### src/rtl/mult_div_ctrl_pkg.sv
// Shared definitions for the HI/LO multiply/divide sequencer.
// The main controller also uses OP_MULT/OP_DIV when decoding funct 0x18/0x1A.
package mult_div_ctrl_pkg;

    localparam int DATA_W_DEF = 32;

    localparam logic OP_MULT = 1'b0;
    localparam logic OP_DIV  = 1'b1;

    typedef enum logic [2:0] {
        ST_IDLE,
        ST_MULT,
        ST_DIV,
        ST_FIX,
        ST_FIN
    } state_e;

    function automatic logic state_is_busy(state_e s);
        return (s == ST_MULT) || (s == ST_DIV) || (s == ST_FIX);
    endfunction

endpackage

### src/rtl/mult_div_datapath.sv
// Booth multiply accumulator and restoring-divide remainder/quotient registers.
// Each operation is loaded with load_* and then advanced one step per step_* cycle.
module mult_div_datapath
    import mult_div_ctrl_pkg::*;
#(
    parameter int DATA_W = DATA_W_DEF
) (
    input  logic                  clk,
    input  logic                  rst,
    input  logic                  load_mult,
    input  logic                  load_div,
    input  logic                  step_mult,
    input  logic                  step_div,
    input  logic [DATA_W-1:0]     a,
    input  logic [DATA_W-1:0]     b,
    output logic [2*DATA_W-1:0]   product,
    output logic [DATA_W-1:0]     quotient,
    output logic [DATA_W-1:0]     remainder
);

    localparam int ACC_W = 2 * DATA_W + 1;

    // acc = {partial product, multiplier, previous multiplier bit}
    logic [ACC_W-1:0]  acc_q, acc_d;
    logic [DATA_W-1:0] mcand_q, mcand_d;
    logic [DATA_W-1:0] dvsr_q, dvsr_d;
    logic [DATA_W-1:0] rem_q, rem_d;
    logic [DATA_W-1:0] quo_q, quo_d;

    logic [DATA_W:0] pp_ext;
    logic [DATA_W:0] mcand_ext;
    logic [DATA_W:0] booth_sum;
    logic [DATA_W:0] div_shift;
    logic [DATA_W:0] div_trial;

    // NOTE: every variable driven here gets a default first so no path leaves it unassigned (no latches).
    always_comb begin
        acc_d   = acc_q;
        mcand_d = mcand_q;
        dvsr_d  = dvsr_q;
        rem_d   = rem_q;
        quo_d   = quo_q;

        // One guard bit keeps the add/sub exact even for a multiplicand of -2^(DATA_W-1).
        pp_ext    = {acc_q[ACC_W-1], acc_q[ACC_W-1 -: DATA_W]};
        mcand_ext = {mcand_q[DATA_W-1], mcand_q};
        case (acc_q[1:0])
            2'b01:   booth_sum = pp_ext + mcand_ext;
            2'b10:   booth_sum = pp_ext - mcand_ext;
            default: booth_sum = pp_ext;
        endcase

        div_shift = {rem_q, quo_q[DATA_W-1]};
        div_trial = div_shift - {1'b0, dvsr_q};

        if (load_mult) begin
            acc_d   = {{DATA_W{1'b0}}, b, 1'b0};
            mcand_d = a;
        end else if (load_div) begin
            rem_d  = '0;
            quo_d  = a[DATA_W-1] ? -a : a;
            dvsr_d = b[DATA_W-1] ? -b : b;
        end else if (step_mult) begin
            acc_d = {booth_sum, acc_q[DATA_W:1]};
        end else if (step_div) begin
            rem_d = div_trial[DATA_W] ? div_shift[DATA_W-1:0] : div_trial[DATA_W-1:0];
            quo_d = {quo_q[DATA_W-2:0], ~div_trial[DATA_W]};
        end
    end

    // NOTE: sequential state is updated only with non-blocking assignments; the
    // working registers are reset too so no X ever reaches HI/LO.
    always_ff @(posedge clk or negedge rst) begin
        if (!rst) begin
            acc_q   <= '0;
            mcand_q <= '0;
            dvsr_q  <= '0;
            rem_q   <= '0;
            quo_q   <= '0;
        end else begin
            acc_q   <= acc_d;
            mcand_q <= mcand_d;
            dvsr_q  <= dvsr_d;
            rem_q   <= rem_d;
            quo_q   <= quo_d;
        end
    end

    assign product   = acc_q[ACC_W-1:1];
    assign quotient  = quo_q;
    assign remainder = rem_q;

endmodule

### src/rtl/mult_div_ctrl.sv
// MULT/DIV sequencer owning HI/LO: accepts a start in IDLE, iterates DATA_W steps,
// applies sign fix-up, then pulses done (or div_zero for a zero divisor).
module mult_div_ctrl
    import mult_div_ctrl_pkg::*;
#(
    parameter int DATA_W = DATA_W_DEF
) (
    input  logic              clk,
    input  logic              rst,
    input  logic              start,
    input  logic              op,
    input  logic [DATA_W-1:0] a,
    input  logic [DATA_W-1:0] b,
    output logic              busy,
    output logic              done,
    output logic              div_zero,
    output logic [DATA_W-1:0] hi,
    output logic [DATA_W-1:0] lo
);

    localparam int               CNT_W    = $clog2(DATA_W);
    localparam logic [CNT_W-1:0] CNT_LAST = CNT_W'(DATA_W - 1);

    state_e            state_q, state_d;
    logic [CNT_W-1:0]  cnt_q, cnt_d;
    logic              op_q, op_d;
    logic              neg_quo_q, neg_quo_d;
    logic              neg_rem_q, neg_rem_d;
    logic              zero_q, zero_d;
    logic [DATA_W-1:0] hi_q, hi_d;
    logic [DATA_W-1:0] lo_q, lo_d;
    logic              done_q, done_d;
    logic              div_zero_q, div_zero_d;

    logic                load_mult, load_div, step_mult, step_div;
    logic [2*DATA_W-1:0] product;
    logic [DATA_W-1:0]   quotient, remainder;

    always_comb begin
        state_d    = state_q;
        cnt_d      = cnt_q;
        op_d       = op_q;
        neg_quo_d  = neg_quo_q;
        neg_rem_d  = neg_rem_q;
        zero_d     = zero_q;
        hi_d       = hi_q;
        lo_d       = lo_q;
        done_d     = 1'b0;
        div_zero_d = 1'b0;
        load_mult  = 1'b0;
        load_div   = 1'b0;
        step_mult  = 1'b0;
        step_div   = 1'b0;

        case (state_q)
            ST_IDLE: begin
                if (start) begin
                    op_d   = op;
                    cnt_d  = '0;
                    zero_d = 1'b0;
                    if (op == OP_MULT) begin
                        load_mult = 1'b1;
                        state_d   = ST_MULT;
                    end else if (b == '0) begin
                        zero_d  = 1'b1;
                        state_d = ST_FIN;
                    end else begin
                        load_div  = 1'b1;
                        neg_quo_d = a[DATA_W-1] ^ b[DATA_W-1];
                        neg_rem_d = a[DATA_W-1];
                        state_d   = ST_DIV;
                    end
                end
            end
            ST_MULT, ST_DIV: begin
                step_mult = (state_q == ST_MULT);
                step_div  = (state_q == ST_DIV);
                cnt_d     = cnt_q + CNT_W'(1);
                if (cnt_q == CNT_LAST) begin
                    cnt_d   = '0;
                    state_d = ST_FIX;
                end
            end
            ST_FIX: begin
                if (op_q == OP_MULT) begin
                    {hi_d, lo_d} = product;
                end else begin
                    lo_d = neg_quo_q ? -quotient : quotient;
                    hi_d = neg_rem_q ? -remainder : remainder;
                end
                state_d = ST_FIN;
            end
            ST_FIN: begin
                done_d     = ~zero_q;
                div_zero_d = zero_q;
                state_d    = ST_IDLE;
            end
            default: state_d = ST_IDLE;
        endcase
    end

    always_ff @(posedge clk or negedge rst) begin
        if (!rst) begin
            state_q    <= ST_IDLE;
            cnt_q      <= '0;
            op_q       <= OP_MULT;
            neg_quo_q  <= 1'b0;
            neg_rem_q  <= 1'b0;
            zero_q     <= 1'b0;
            hi_q       <= '0;
            lo_q       <= '0;
            done_q     <= 1'b0;
            div_zero_q <= 1'b0;
        end else begin
            state_q    <= state_d;
            cnt_q      <= cnt_d;
            op_q       <= op_d;
            neg_quo_q  <= neg_quo_d;
            neg_rem_q  <= neg_rem_d;
            zero_q     <= zero_d;
            hi_q       <= hi_d;
            lo_q       <= lo_d;
            done_q     <= done_d;
            div_zero_q <= div_zero_d;
        end
    end

    mult_div_datapath #(
        .DATA_W (DATA_W)
    ) u_datapath (
        .clk       (clk),
        .rst       (rst),
        .load_mult (load_mult),
        .load_div  (load_div),
        .step_mult (step_mult),
        .step_div  (step_div),
        .a         (a),
        .b         (b),
        .product   (product),
        .quotient  (quotient),
        .remainder (remainder)
    );

    assign busy     = state_is_busy(state_q);
    assign done     = done_q;
    assign div_zero = div_zero_q;
    assign hi       = hi_q;
    assign lo       = lo_q;

endmodule

### config.mk
export PLATFORM = sky130hd
export DESIGN_NAME = mult_div_ctrl
export DESIGN_NICKNAME = d
export VERILOG_FILES = /design/src/rtl/mult_div_ctrl_pkg.sv /design/src/rtl/mult_div_datapath.sv /design/src/rtl/mult_div_ctrl.sv
export SDC_FILE = /design/constraint.sdc
export NUM_CORES = 1
export LEC_CHECK = 0
export ABC_AREA = 1
export BUFFER_PORTS_ARGS = -buffer_cell sky130_fd_sc_hd__buf_2
export CAP_MARGIN = 20
export CORE_AREA = 2 2 244 246
export DETAILED_ROUTE_END_ITERATION = 12
export DIE_AREA = 0 0 246 248
export PLACE_DENSITY = 0.65
export SETUP_SLACK_MARGIN = 0.4
export SKIP_LAST_GASP = 1
export SYNTH_ARGS = -nofsm -noshare
export SYNTH_HDL_FRONTEND = slang
export SYNTH_SLANG_ARGS = --single-unit
### constraint.sdc
create_clock -name clk -period 5.45 [get_ports clk]
set_clock_uncertainty 0.2 [all_clocks]
set_input_delay 0.545 -clock clk [delete_from_list [all_inputs] [get_ports clk]]
set_output_delay 0.545 -clock clk [all_outputs]
set_load 0.01 [all_outputs]
==> out/metrics.yaml <==
p_total_uw: 17400
ys_seq_area_frac: 0.317
grt_pass1_wl_mm: 113
clock_path_buffers: 3
htreeDepth: 2
syn_avg_cell_area_um2: 6.32
cp_top_family: "simple AND/OR/NAND/NOR gates"
die_y_um: 248
cts_root_buffer: "clkbuf_16"
drtIter0Drc: 2073
worst-path-stages: 17
place.gp.congestion: 0.960
worst_hold_path.num_cells: 3
post-route-period-util: 0.661
diodes: 0
drv_cap: 0
cp_max_fo: 31
worst_slew_pin_slew_ps: 1040
layout_common_cells: "1,142 x nand2_1, 444 x inv_1, 297 x nor2_1"
syn_nets: 3526
rows: 89
grt_use_total: 0.236
critPathMostFrequentCell: "nand2_2"
rsz0062_at_grt: "no"
reg2regPathDepth: 17
first_pass_iters: 5
maxSlewHeadroom: 0.309
yosysTopAreaCellShare: 0.317
core_area_um2: 58500
cp-start-kind: "flip-flop"
start_util: 0.366
die_area_um2: 61000
syn2layout_area_growth_pct: 11.4
ant_nets: 0
async_flop_share: 1.00
path_cells: "inv_1, ha_1, inv_1, fa_1, nand2_1, nand2_1, nand3_1, nand2_2, nand2_1, nand2_2, nand2_2, nand2_2, nand2_2, nand2_2, nand2_1, nand3_1, nand2_1"
place_area_um2: 22600
cts_made_buffers: 34
crit_path_end_kind: "flip-flop"
fin_nets: 3603
dp_hpwl_mm: 56.4
fp.dieW_um: 246
wirelength_mm: 72.5
clk_latency_ps: 560
design_area_um2: 23800
timing.fmax_mhz: 277
vdd.ir_drop.worst_mv: 0.294
final_common_cell: "nand2_1"
wl_per_cell_um: 17.0
worstPathArrival_ps: 3890
vias_per_cell: 5.12
setup_viol: 0
synthFlopType: "dfrtp_1"
dp.cells: 4195
synth-edff-count: 0
synth_cell_types: 51
post_route_cells_drive_above_1_share: 0.0787
gr-total-overflow: 0
hold_violations: 0
yosysWarnings: 0
crit_path_max_incr_delay_ps: 570
fin_crit_ps: 3600
synthesis.instances: 3383
portBuffers: 134
cp_data_required_time_ps: 5740
first_global_vias: 20367
yosysTopAreaCell: "dfrtp_1"
syn_area_um2: 21400
dr_total_vias: 21776
drv_slew: 0
holdCritPathClass: "in2reg"
boundaryPins: 135
holdBufCountCts: 1
grt_antenna_before_repair: 0
cts_resized: 0
fin_cells: 4255
crit_type: "reg2reg"
cts_tree: "built"
power_density_nw_per_um2: 730
clock_sinks: 271
grt_max_degree: 116
holdWs_ps: 106
synth-seq-cells: 271
status: "complete, no violations"
crit_buf_inv: 2
cts_setup_buffers: 0
leakagePower_uw: 0.0126
drc: 0
crit_path_top_delay_cell: "nand2_2"
synth_area_leaders: "dfrtp_1 32%, nand2_1 20%, inv_1 7.8%"
path_clk_slew_ps: 60
final.setup.tns_ps: 0
## registers in the layout, indices dropped and copies added, names as in the netlist
register / cells
zero_q: 1
u_datapath.acc_q: 65
neg_quo_q: 1
u_datapath.quotient: 32
hi: 32
u_datapath.mcand_q: 32
done: 1
state_q: 3
u_datapath.remainder: 32
op_q: 1
div_zero: 1
cnt_q: 5
neg_rem_q: 1
lo: 32
u_datapath.dvsr_q: 32
## worst reg2reg max path: stages (launching register included)
cell	delay (ps)
dfrtp_1	350
inv_1	170
ha_1	170
inv_1	90
fa_1	440
nand2_1	110
nand2_1	90
nand3_1	110
nand2_2	100
nand2_1	80
nand2_2	60
nand2_2	110
nand2_2	70
nand2_2	450
nand2_2	570
nand2_1	210
nand3_1	80
nand2_1	70
## cell usage after synthesis, drive strengths merged, types with 4 or more instances
master and n:
a21oi 165, a31oi 11, and2 7, buf 47
clkbuf 66, dfrtp 271, ha 73, inv 457
nand2 1163, nand3 245, nand3b 14, nand4 39
nor2 308, nor3 44, nor4 4, o211ai 25
o21ai 283, o21bai 7, o221ai 13, o22ai 4
o31ai 6, or2 11, xnor2 37, xor2 70
## layer usage
layer	wire, um	global-route usage
met1	32200	0.314
met2	33700	0.392
met3	4230	0.0345
met4	2300	0.0758
met5	0	0
## power by group
group | leakage [uW] | switching (uW) | internal, uW
sequential | 0.00338 | 1020 | 2940
clock | 0.000575 | 971 | 1440
combinational | 0.00866 | 7450 | 3580
## logic make-up after synthesis
group                    count (synthesis)  synth area share
adder cells (fa/ha/maj)                 75            0.0446
flip-flops                             271             0.317
AO/OA/AOI/OAI                          522             0.132
XOR/XNOR                               107            0.0438
AND/OR/NAND/NOR                       1837             0.356
buffers and inverters                  571             0.107
## through the flow
step / worst slack [ps] / util
floorplan: 2420 / -
global placement: 1900 / 0.387
detailed placement: 1890 / 0.387
CTS: 1880 / 0.407
global route: 1510 / 0.408
finish: 1850 / 0.408
## worst paths after layout
kind,from,end,slack (ps)
max,u_datapath.quotient[31],u_datapath.remainder[18],1850
min,a[23],u_datapath.mcand_q[23],110
max reg2reg,u_datapath.quotient[31],u_datapath.remainder[18],1850
min reg2reg,zero_q,done,250
max in group asynchronous,rst,u_datapath.quotient[29],3320
min in group asynchronous,rst,u_datapath.acc_q[22],370
## cell type report
| class | count | area (um2) |
|---|---|---|
| timing repair buffer | 154 | 866 |
| fill | 6289 | 34600 |
| tap | 773 | 967 |
| clock buffer | 44 | 960 |
| multi-input combinational | 2541 | 12400 |
| inverter | 458 | 1720 |
| clock inverter | 14 | 196 |
| sequential | 271 | 6780 |
(Power assumes the default switching activity.)
